`src/rtl/dm_port_arb_if.sv`:
```
// Data-memory port bundle: core and host request channels plus the single memory port.
// The arbiter takes the slave view; the requesters and memory model take the master view.
interface dm_port_arb_if;
    logic        c_req;
    logic        c_we;
    logic [15:0] c_addr;
    logic [31:0] c_wdata;
    logic        c_gnt;
    logic        c_rvalid;
    logic [31:0] c_rdata;

    logic        h_req;
    logic        h_we;
    logic [15:0] h_addr;
    logic [31:0] h_wdata;
    logic        h_gnt;
    logic        h_rvalid;
    logic [31:0] h_rdata;

    logic [15:0] m_addr;
    logic [31:0] m_wdata;
    logic        m_we;
    logic [31:0] m_rdata;

    modport slave (
        input  c_req, c_we, c_addr, c_wdata,
        input  h_req, h_we, h_addr, h_wdata,
        input  m_rdata,
        output c_gnt, c_rvalid, c_rdata,
        output h_gnt, h_rvalid, h_rdata,
        output m_addr, m_wdata, m_we
    );

    modport master (
        output c_req, c_we, c_addr, c_wdata,
        output h_req, h_we, h_addr, h_wdata,
        output m_rdata,
        input  c_gnt, c_rvalid, c_rdata,
        input  h_gnt, h_rvalid, h_rdata,
        input  m_addr, m_wdata, m_we
    );
endinterface

```
`src/rtl/dm_port_arb.sv`:
```
// Core/host arbiter for one data-memory port; grant and access are same-cycle, read data 1 cycle later.
// A losing requester holds its request; host is forced in after HOST_WAIT denials, bursts capped at HOST_BURST.
module dm_port_arb #(
    parameter int HOST_WAIT  = 3,
    parameter int HOST_BURST = 2
) (
    input  logic         clk,
    input  logic         rst_f,
    dm_port_arb_if.slave bus
);
    localparam int MAXP = (HOST_WAIT > HOST_BURST) ? HOST_WAIT : HOST_BURST;
    localparam int CW   = ($clog2(MAXP + 1) > 4) ? $clog2(MAXP + 1) : 4;
    localparam logic [CW-1:0] WAIT_V  = CW'(HOST_WAIT);
    localparam logic [CW-1:0] BURST_V = CW'(HOST_BURST);

    logic [CW-1:0] starve_q, starve_d;
    logic [CW-1:0] burst_q, burst_d;
    logic          c_rvalid_q, h_rvalid_q;
    logic [31:0]   c_rdata_q, h_rdata_q;
    logic          c_gnt, h_gnt, host_prio;

    always_comb begin
        host_prio = (starve_q == WAIT_V) || ((burst_q != '0) && (burst_q < BURST_V));
        c_gnt     = 1'b0;
        h_gnt     = 1'b0;
        if (!rst_f) begin
            if (bus.c_req && bus.h_req) begin
                h_gnt = host_prio;
                c_gnt = !host_prio;
            end else begin
                c_gnt = bus.c_req;
                h_gnt = bus.h_req;
            end
        end
    end

    // Both counters saturate, so they can never wrap back into a priority window.
    always_comb begin
        starve_d = starve_q;
        if (!bus.h_req || h_gnt) begin
            starve_d = '0;
        end else if (starve_q < WAIT_V) begin
            starve_d = starve_q + 1'b1;
        end

        burst_d = burst_q;
        if (!bus.c_req || c_gnt) begin
            burst_d = '0;
        end else if (h_gnt && (burst_q < BURST_V)) begin
            burst_d = burst_q + 1'b1;
        end
    end

    always_ff @(posedge clk) begin
        if (rst_f) begin
            starve_q   <= '0;
            burst_q    <= '0;
            c_rvalid_q <= 1'b0;
            h_rvalid_q <= 1'b0;
            c_rdata_q  <= '0;
            h_rdata_q  <= '0;
        end else begin
            starve_q   <= starve_d;
            burst_q    <= burst_d;
            c_rvalid_q <= c_gnt && !bus.c_we;
            h_rvalid_q <= h_gnt && !bus.h_we;
            if (c_gnt && !bus.c_we) begin
                c_rdata_q <= bus.m_rdata;
            end
            if (h_gnt && !bus.h_we) begin
                h_rdata_q <= bus.m_rdata;
            end
        end
    end

    assign bus.c_gnt   = c_gnt;
    assign bus.h_gnt   = h_gnt;
    assign bus.m_addr  = c_gnt ? bus.c_addr  : (h_gnt ? bus.h_addr  : 16'h0000);
    assign bus.m_wdata = c_gnt ? bus.c_wdata : (h_gnt ? bus.h_wdata : 32'h0000_0000);
    assign bus.m_we    = c_gnt ? bus.c_we    : (h_gnt && bus.h_we);

    // A read granted just before reset must not surface while reset is held.
    assign bus.c_rvalid = c_rvalid_q && !rst_f;
    assign bus.h_rvalid = h_rvalid_q && !rst_f;
    assign bus.c_rdata  = rst_f ? 32'h0000_0000 : c_rdata_q;
    assign bus.h_rdata  = rst_f ? 32'h0000_0000 : h_rdata_q;
endmodule
```
`src/flat_wrapper.sv`:
```
// flat-port wrapper written by rule: the top's interface ports become plain ports
module dm_port_arb_flat 
#(
    parameter int HOST_WAIT  = 3,
    parameter int HOST_BURST = 2
)
  (clk, rst_f, bus_c_req, bus_c_we, bus_c_addr, bus_c_wdata, bus_h_req, bus_h_we, bus_h_addr, bus_h_wdata, bus_m_rdata, bus_c_gnt, bus_c_rvalid, bus_c_rdata, bus_h_gnt, bus_h_rvalid, bus_h_rdata, bus_m_addr, bus_m_wdata, bus_m_we);
  dm_port_arb_if bus_i ();
  input  logic clk;
  input  logic rst_f;
  input wire logic [$bits(bus_i.c_req)-1:0] bus_c_req;
  input wire logic [$bits(bus_i.c_we)-1:0] bus_c_we;
  input wire logic [$bits(bus_i.c_addr)-1:0] bus_c_addr;
  input wire logic [$bits(bus_i.c_wdata)-1:0] bus_c_wdata;
  input wire logic [$bits(bus_i.h_req)-1:0] bus_h_req;
  input wire logic [$bits(bus_i.h_we)-1:0] bus_h_we;
  input wire logic [$bits(bus_i.h_addr)-1:0] bus_h_addr;
  input wire logic [$bits(bus_i.h_wdata)-1:0] bus_h_wdata;
  input wire logic [$bits(bus_i.m_rdata)-1:0] bus_m_rdata;
  output wire logic [$bits(bus_i.c_gnt)-1:0] bus_c_gnt;
  output wire logic [$bits(bus_i.c_rvalid)-1:0] bus_c_rvalid;
  output wire logic [$bits(bus_i.c_rdata)-1:0] bus_c_rdata;
  output wire logic [$bits(bus_i.h_gnt)-1:0] bus_h_gnt;
  output wire logic [$bits(bus_i.h_rvalid)-1:0] bus_h_rvalid;
  output wire logic [$bits(bus_i.h_rdata)-1:0] bus_h_rdata;
  output wire logic [$bits(bus_i.m_addr)-1:0] bus_m_addr;
  output wire logic [$bits(bus_i.m_wdata)-1:0] bus_m_wdata;
  output wire logic [$bits(bus_i.m_we)-1:0] bus_m_we;
  assign bus_i.c_req = bus_c_req;
  assign bus_i.c_we = bus_c_we;
  assign bus_i.c_addr = bus_c_addr;
  assign bus_i.c_wdata = bus_c_wdata;
  assign bus_i.h_req = bus_h_req;
  assign bus_i.h_we = bus_h_we;
  assign bus_i.h_addr = bus_h_addr;
  assign bus_i.h_wdata = bus_h_wdata;
  assign bus_i.m_rdata = bus_m_rdata;
  assign bus_c_gnt = bus_i.c_gnt;
  assign bus_c_rvalid = bus_i.c_rvalid;
  assign bus_c_rdata = bus_i.c_rdata;
  assign bus_h_gnt = bus_i.h_gnt;
  assign bus_h_rvalid = bus_i.h_rvalid;
  assign bus_h_rdata = bus_i.h_rdata;
  assign bus_m_addr = bus_i.m_addr;
  assign bus_m_wdata = bus_i.m_wdata;
  assign bus_m_we = bus_i.m_we;
  dm_port_arb #(.HOST_WAIT(HOST_WAIT), .HOST_BURST(HOST_BURST)) u_core (.clk(clk), .rst_f(rst_f), .bus(bus_i));
endmodule
```
`config.mk`:
```
export PLATFORM = sky130hd
export DESIGN_NAME = dm_port_arb_flat
export DESIGN_NICKNAME = d
export VERILOG_FILES = /design/src/rtl/dm_port_arb_if.sv /design/src/rtl/dm_port_arb.sv /design/src/flat_wrapper.sv
export SDC_FILE = /design/constraint.sdc
export NUM_CORES = 1
export LEC_CHECK = 0
export BUFFER_PORTS_ARGS = -buffer_cell sky130_fd_sc_hd__buf_2
export CAP_MARGIN = 20
export CORE_ASPECT_RATIO = 0.5
export CORE_UTILIZATION = 37
export DETAILED_ROUTE_END_ITERATION = 12
export PLACE_DENSITY = 0.76
export SYNTH_ARGS = -nofsm -noshare
export SYNTH_HDL_FRONTEND = slang
export SYNTH_SLANG_ARGS = --single-unit
```
`constraint.sdc`:
```
create_clock -name clk -period 2 [get_ports clk]
set_input_delay 0.2 -clock clk [delete_from_list [all_inputs] [get_ports clk]]
set_output_delay 0.2 -clock clk [all_outputs]
set_load 0.005 [all_outputs]
```
After elaboration in Yosys (flattened, before gate mapping)
Cells that the tools add are included.
{"block": "classes", "muxes": 11, "eq_ne": 1, "addsub": 2, "reduce_logical": 20, "n_lt_le_gt_ge": 2}
{"cell": "$mux 32", "count": 4}
{"cell": "$mux 16", "count": 2}
{"cell": "$add 4x1->4 const B", "count": 2}
{"cell": "$logic_and 1x1->1", "count": 8}
{"cell": "$lt 4x2->1 const B", "count": 2}
{"cell": "$logic_not 1->1", "count": 6}
{"cell": "$mux 1", "count": 5}
{"cell": "$eq 4x2->1 const B", "count": 1}
{"cell": "$reduce_bool 4->1", "count": 1}
{"cell": "$reduce_or 2->1", "count": 2}
{"cell": "$logic_or 1x1->1", "count": 3}
{"block": "word_totals", "input_bits": 134, "reg_bits": 74, "elab_cells": 42, "output_inout_bits": 117}

Logic depth before layout (Yosys ltp)
Gate-level depths: netlist of run 1.
{"block": "logic_depth", "ltp_word": 8, "mapped_depth": 7, "depth_no_buf": 5}

Least setup slack after synthesis of run 1
OpenSTA, ideal clock, no wires.
{"block": "synth_path", "path_type": "register to register", "startpoint": "register u_core.burst_q[1]", "endpoint": "register u_core.h_rdata_q[10]", "synth_period_minus_slack_ns": 2.164, "arrival_ns": 2.043, "path_stages_with_launch": 7, "setup_slack_ns": -0.164, "setup_time_ns": 0.121, "n_path_buf": 1, "required_ns": 1.879, "path_cell_list": "dfxtp_1 > inv_1 > ha_1 > or4_4 > a311oi_4 > buf_6 > mux2_2"}
{"block": "synth_between", "elab_chain_cells": 6, "elab_cells_between_ends": 7, "cone_classes": "1 x order compare; 2 x mux; 4 x reduce/logical"}
{"element": "from (decl)", "line": "dm_port_arb.sv:17", "source": "logic [CW-1:0] burst_q, burst_d;"}
{"element": "from (signal assigned)", "line": "dm_port_arb.sv:64", "source": "burst_q <= burst_d;"}
{"element": "$lt 4x2->1 or $reduce_bool 4->1 (tied branches)", "line": "dm_port_arb.sv:23", "source": "host_prio = (starve_q == WAIT_V) || ((burst_q != '0) && (burst_q < BURST_V));"}
{"element": "$logic_and 1x1->1 *", "line": "dm_port_arb.sv:23"}
{"element": "$logic_or 1x1->1 *", "line": "dm_port_arb.sv:23"}
{"element": "$mux 1 *", "line": "dm_port_arb.sv:27", "source": "if (bus.c_req && bus.h_req) begin"}
{"element": "$mux 1 *", "line": "dm_port_arb.sv:26", "source": "if (!rst_f) begin"}
{"element": "$logic_and 1x1->1 *", "line": "dm_port_arb.sv:70", "source": "if (h_gnt && !bus.h_we) begin"}
{"element": "to (signal assigned)", "line": "dm_port_arb.sv:71", "source": "h_rdata_q <= bus.m_rdata;"}
{"element": "to (decl)", "line": "dm_port_arb.sv:19", "source": "logic [31:0] c_rdata_q, h_rdata_q;"}
Mark *: on every way between the ends. The rest lies on a longest branch, timed or not.
A chain may end at the register's enable or synchronous reset.

Final worst setup path of run 1
{"block": "layout_path", "startpoint": "register u_core.burst_q[0]", "endpoint": "output bus_m_wdata[1]"}
{"block": "layout_between", "elab_chain_cells": 7, "elab_cells_between_ends": 11, "cone_classes": "1 x order compare; 6 x mux; 4 x reduce/logical"}
{"element": "$lt 4x2->1 or $reduce_bool 4->1 (tied branches)", "line": "dm_port_arb.sv:23"}
{"element": "$logic_and 1x1->1 *", "line": "dm_port_arb.sv:23"}
{"element": "$logic_or 1x1->1 *", "line": "dm_port_arb.sv:23"}
{"element": "$mux 1 or $logic_not 1->1 (tied branches)", "line": "dm_port_arb.sv:27, dm_port_arb.sv:29"}
{"element": "$mux 1, on equally long branches", "line": "dm_port_arb.sv:26, dm_port_arb.sv:27"}
{"element": "$mux 32 or $mux 1 (tied branches)", "line": "dm_port_arb.sv:79, dm_port_arb.sv:26"}
{"element": "$mux 32 *", "line": "dm_port_arb.sv:79", "source": "assign bus.m_wdata = c_gnt ? bus.c_wdata : (h_gnt ? bus.h_wdata : 32'h0000_0000);"}
{"element": "to (decl)", "line": "flat_wrapper.sv:27", "source": "output wire logic [$bits(bus_i.m_wdata)-1:0] bus_m_wdata;"}
Marked as above.

==> reports/metrics.cfg, run 1 <==
[logic_synthesis]
syn_area_per_cell_um2 = 11.0
syn_nets = 450
synth_compound_area_share_pct = 14.4
yosysSeqAreaShare_pct = 42.9
muxShareOfSynthArea_pct = 21.2
synth_top_family_by_area = multiplexers
synth_seq_cells = 74
yosysWarnings = 0
synth_cell_types = 26
yosys.area_share.xor_xnor_pct = 0.508
synth_cells = 313
synth_fa_ha_area_share_pct = 1.09
synth_area_um2 = 3450
synthSimpleGateAreaFrac_pct = 15.9

[grt]
grtUsageTotal_pct = 26.0
first_global_vias = 3470
grt_start_max_net_pins = 67
grt.overflow.total = 0
grt_pass1_wl_um = 19200
antenna_found_initial = 0

[critical_path]
arrival_ns = 2.17
startpoint_type = flip-flop
path_class = reg2out
cp_max_fo = 16
cp.required_ns = 1.80
crit_path_start = u_core.burst_q[0]
end_kind = output port
reg2reg_from = u_core.burst_q[0]

[hold_path]
hold_path_class = in2reg
hold_path_startpoint = bus_m_rdata[30]

[placement]
place.gp.congestion = 0.842
dp_hpwl_um = 8860
io_buffer_count = 250
placed_cells = 672
dp_slack_ns = -0.0871

[timing]
max_slew_margin_pct = 55.6
fin_crit_sh_pct = 118
drv_slew = 0
finalCriticalPeriod_ns = 2.37
fin_skew_ns = 0.00649
finalHoldViolations = 0
rsz0062_at_grt = yes
max_freq_mhz = 422
holdWs_ns = 0.111
setup_viol = 82
setup_slack_ns = -0.368
worst_pin_slew_ns = 0.666

[finish]
areaGrowthSynthToFinish_pct = 65.8
finalNetCount = 724
fin_cells = 709
n_antenna_cell = 0
fin_util_pct = 64.4
drive_gt1_share_pct = 65.0

[drt]
viasPerCell = 5.00
vias = 3545
drtAntennaViolNets = 0
post_drt_wl_per_cell_um = 18.5
drc = 12
wirelength_um = 13100
drt-initial-drc-count = 202
dr.pass1.iters = 9

[clock_tree]
cts-buffers-inserted = 9
cts_buffer_depth = 2
cts_hold_buf = 0
clk_latency_ns = 0.33
root_buffer = clkbuf_16
cts_tree = done
clock-sinks = 74
path_clk_slew_ns = 0.06
htree_levels = 3

[floorplan]
rows = 24
ioPinCount = 251
die_y_um = 70.3
die_area_um2 = 9740
chipWidth_um = 139
core_um2 = 8890
start_util_pct = 38.8

[run_status]
status = finished with violations
violations = DRC, setup timing

[pwr]
ir_worst_vdd_uv = 402
total_power_mw = 3.99
power_leakage_nw = 3.03
powerDensity_nw_per_um2 = 696

[job]
max_cap_viol_count = 0

==> final timing paths <==
| kind | end | cells after the start | slack (ns) |
|---|---|---|---|
| worst max-delay path | bus_m_wdata[1] | 8 | -0.37 |
| worst min-delay path | u_core.c_rdata_q[30] | 2 | 0.11 |
| worst max register to register | u_core.h_rdata_q[3] | 8 | -0.30 |
| worst min register to register | u_core.starve_q[3] | 1 | 0.56 |
==> per-layer routing <==
metal | wire length (um) | part of all wire [%] | global-route usage [%] | vias to the layer above
met3 | 943 | 7.2 | 7.68 | 28
met4 | 278 | 2.1 | 8.49 | 0
met2 | 6500 | 50 | 46.8 | 131
met5 | 0 | 0 | 0 | -
met1 | 5370 | 41 | 29.7 | 1710
li1 | - | - | - | 1676
==> report_power, final <==
| part | total [mW] | switching, mW | internal [mW] |
|---|---|---|---|
| Sequential | 1.55 | 0.0141 | 1.54 |
| Clock | 1.78 | 0.611 | 1.17 |
| Combinational | 0.655 | 0.281 | 0.374 |
| Total | 3.99 | 0.906 | 3.08 |
==> state kept, by name, summed over array words and instances (netlist names) <==
register and count:
u_core.starve_q 4, u_core.c_rdata_q 32, u_core.c_rvalid_q 1, u_core.h_rvalid_q 1, u_core.burst_q 4, u_core.h_rdata_q 32
==> cell type report <==
type	instances	area, um2
clock inverters	6	87.6
repair buffers	288	1810
multi-input cells	211	1930
fillers	692	3170
inverters	3	11.3
well taps	117	146
clock buffers	10	250
flip-flops and latches	74	1490
==> kinds of logic (layout without fill, tap and decap cells) <==
| logic type | count (synthesis) | in the layout |
|---|---|---|
| AO/OA/AOI/OAI | 55 | 55 |
| flip-flops | 74 | 74 |
| XOR/XNOR | 2 | 2 |
| AND/OR/NAND/NOR | 86 | 86 |
| adder cells (fa/ha/maj) | 3 | 3 |
| buffers and inverters | 28 | 307 |
| multiplexers | 65 | 65 |
==> through the flow <==
stage,instance area (um2),TNS [ns]
floorplan,3480,-1.05
global placement,4990,-0.981
detailed placement,4990,-2.43
CTS,5670,-18.78
global route,5720,-26.47
finish,5720,-22.20
==> cell usage in the layout, fill, tap and decap left out, types with 3 or more instances in the layout <==
| cell type | count |
|---|---|
| clkbuf_16 | 10 |
| buf_16 | 3 |
| a22o_1 | 47 |
| mux2_2 | 62 |
| buf_6 | 10 |
| buf_4 | 17 |
| buf_2 | 245 |
| buf_12 | 10 |
| and3_1 | 6 |
| nor2b_1 | 67 |
| mux2_4 | 3 |
| dfxtp_1 | 72 |
==> cells in the mapped netlist <==
cell type   n  area [um2]
a211oi_1    1        7.51
nor2b_1    67         419
and3b_1     2        17.5
clkbuf_1   14        52.6
a311oi_4    1        26.3
nor2_1      2        7.51
dfxtp_1    74        1480
nor3_1      2        10.0
and3_1      6        37.5
and3_2      1        7.51
inv_1       3        11.3
a22o_1     49         429
buf_6       3        33.8
xnor2_1     1        8.76
buf_2       8        40.0
nand2b_1    2        12.5
nor4bb_1    1        10.0
a31oi_2     1        12.5
a2111o_1    1        11.3
xor2_1      1        8.76
nor4_1      1        6.26
or4_4       1        11.3
ha_1        3        37.5
a21oi_1     2        10.0
or3b_2      1        8.76
mux2_2     65         732
==> critical path, stage by stage (launching register included) <==
cell	delay (ns)
dfxtp_2	0.35
inv_2	0.05
ha_4	0.15
or4_4	0.44
a31oi_4	0.24
buf_12	0.14
buf_12	0.13
a22o_1	0.20
buf_2	0.14
==> what timing repair did <==
item                       4_1_cts  5_1_grt
setup endpoints to repair       83       83
gates cloned                     5        0
pin swaps                       13        5
gates resized for setup         20        9
buffers inserted                15        2
No activity file was read; power rests on OpenSTA's default activity.
==> run 2: changes to the inputs <==
Settings changed: SETUP_SLACK_MARGIN from default to 0.1.
==> run 2 against run 1 <==
Compared with the run above: the run still ends with DRC, setup timing left; first-iteration DRC count grew 36%; clock power is essentially flat; sequential share of layout area shrank 1.1 points; critical path type unchanged; critical endpoint unchanged; largest cell class unchanged.
==> reports/metrics.cfg, run 2 (synthesized netlist as in run 1, its figures left out) <==
[pwr]
powerDensity_nw_per_um2 = 680
p_clk_share_pct = 44.0
switching_share_pct = 23.1
power_leakage_nw = 3.22
seq_power_share_pct = 38.3
p_comb_share_pct = 17.7
p_int_mw = 3.12
switchingPower_mw = 0.940
ir_worst_vdd_uv = 401

[finish]
drive_gt1_share_pct = 65.4
areaGrowthSynthToFinish_pct = 73.2
layout_common_cells = 246 x buf_2, 72 x dfxtp_1, 67 x nor2b_1
mostFrequentLayoutCell = buf_2
filler_cell_count = 639
regArea_um2 = 1490
top_regs = u_core.c_rdata_q: 32 flops, u_core.h_rdata_q: 32 flops
n_antenna_cell = 0
finalNetCount = 731
multi_input_area_um2 = 2050

[hold_path]
whs_path_depth = 2
hold_path_startpoint = bus_m_rdata[29]
holdPathEnd = u_core.c_rdata_q[29]
hold_path_class = in2reg

[grt]
first_global_vias = 3485
grtUsageTotal_pct = 26.1
antenna_found_initial = 0
grt.overflow.total = 0
grt_pass1_wl_um = 19300
grt_start_max_net_pins = 67

[critical_path]
cp_max_fo = 16
r2r_setup_slack_ns = -0.32
startpoint_type = flip-flop
max_stage_delay_ns = 0.44
crit_path_cell_trace = inv_2 -> ha_4 -> or4_4 -> a31oi_4 -> buf_12 -> buf_12 -> a22o_1 -> buf_2
reg2regPathDepth = 8
reg2reg_from = u_core.burst_q[0]
path_class = reg2out
arrival_ns = 2.19
crit_top_cell = buf_12
end_kind = output port
crit_path_start = u_core.burst_q[0]
crit_slowest_cell = or4_4
cp.required_ns = 1.80
r2r-end = u_core.h_rdata_q[3]

[clock_tree]
cts_hold_buf = 0
cts_tree = done
clock-sinks = 74
path_clk_slew_ns = 0.06
root_buffer = clkbuf_16
clk_latency_ns = 0.33
cts-buffers-inserted = 9
htree_levels = 3
cts_buffer_depth = 2

[drt]
wl_met1_um = 5770
top_layer_used = met4
wirelength_um = 14400
vias = 3694
dr.pass1.iters = 9
wl_met3_um = 1210
post_drt_wl_per_cell_um = 20.1
drtAntennaViolNets = 0
drt-initial-drc-count = 275
drc = 12
viasPerCell = 5.16
dr_wl_met2_um = 7080

[placement]
io_buffer_count = 250
dp_hpwl_um = 8860
place.gp.congestion = 0.842
dp_slack_ns = -0.0871

[floorplan]
die_y_um = 70.3
chipWidth_um = 139
rows = 24
ioPinCount = 251
start_util_pct = 38.8
die_area_um2 = 9740
core_um2 = 8890

[timing]
rsz0062_at_grt = yes
finalHoldViolations = 0
max_slew_margin_pct = 55.7
setup_slack_ns = -0.393
setup_viol = 84
holdWs_ns = 0.105
drv_slew = 0
finalCriticalPeriod_ns = 2.39
max_freq_mhz = 418
fin_skew_ns = 0.00884
worst_pin_slew_ns = 0.664
fin_crit_sh_pct = 120

[run_status]
violations = DRC, setup timing
status = finished with violations

[job]
max_cap_viol_count = 0

[run 2: layer usage]
metal	up-vias	GRT usage, %
met1	1780	29.8
met2	188	46.9
met4	0	8.61
met5	-	0
li1	1693	-
met3	33	7.68
[run 2: layout make-up]
class,count,area share (%)
tap,117,2.45
multi-input combinational,211,34.3
clock inverter,6,1.47
timing repair buffer,295,32.6
clock buffer,10,4.19
sequential,74,24.9
inverter,3,0.188
[run 2: worst max-delay path by stage]
| stage | slack (ns) | endpoint |
|---|---|---|
| finish | -0.39 | bus_m_wdata[1] |
| global route | -0.43 | bus_m_wdata[16] |
| CTS | -0.30 | bus_m_wdata[1] |
| global placement | -0.04 | u_core.h_rdata_q[19] |
| detailed placement | -0.09 | u_core.h_rdata_q[29] |
| floorplan | -0.04 | u_core.h_rdata_q[10] |
[run 2: what timing repair did]
item,CTS,global route
setup buffers,15,4
cloned,6,3
endpoints found under the setup margin,88,116
resized for setup,22,38
pin swaps,14,5
[run 2: metrics by stage]
| step | setup TNS (ns) | cells | cell area, um2 | utilization (%) | total power [mW] |
|---|---|---|---|---|---|
| 2_1_floorplan | -1.05 | 313 | 3480 | - | 1.84 |
| 3_3_place_gp | -0.981 | 672 | 4990 | 56.1 | 2.15 |
| 3_5_place_dp | -2.43 | 672 | 4990 | 56.1 | 2.16 |
| 4_1_cts | -18.78 | 709 | 5700 | 64.1 | 4.00 |
| 5_1_grt | -28.82 | 716 | 5980 | 67.2 | 4.21 |
| 6_report | -24.06 | 716 | 5980 | 67.2 | 4.06 |
[run 2: critical path, delay by kind of cell (launching register included)]
family | cells | cell delay [ns]
DFF | 1 | 0.35
and+or+nand+nor | 1 | 0.44
AOI/OAI and AO/OA | 2 | 0.45
adders and majority gates | 1 | 0.15
buffers and inverters | 4 | 0.49
[run 2: power by group through the flow]
stage,Clock (mW),Sequential (mW),Combinational (mW)
after CTS,1.80,1.55,0.644
after global placement,0,1.58,0.569
final,1.79,1.56,0.719
after floorplan,0,1.58,0.260
after detailed placement,0,1.58,0.576
after global routing,1.89,1.56,0.758
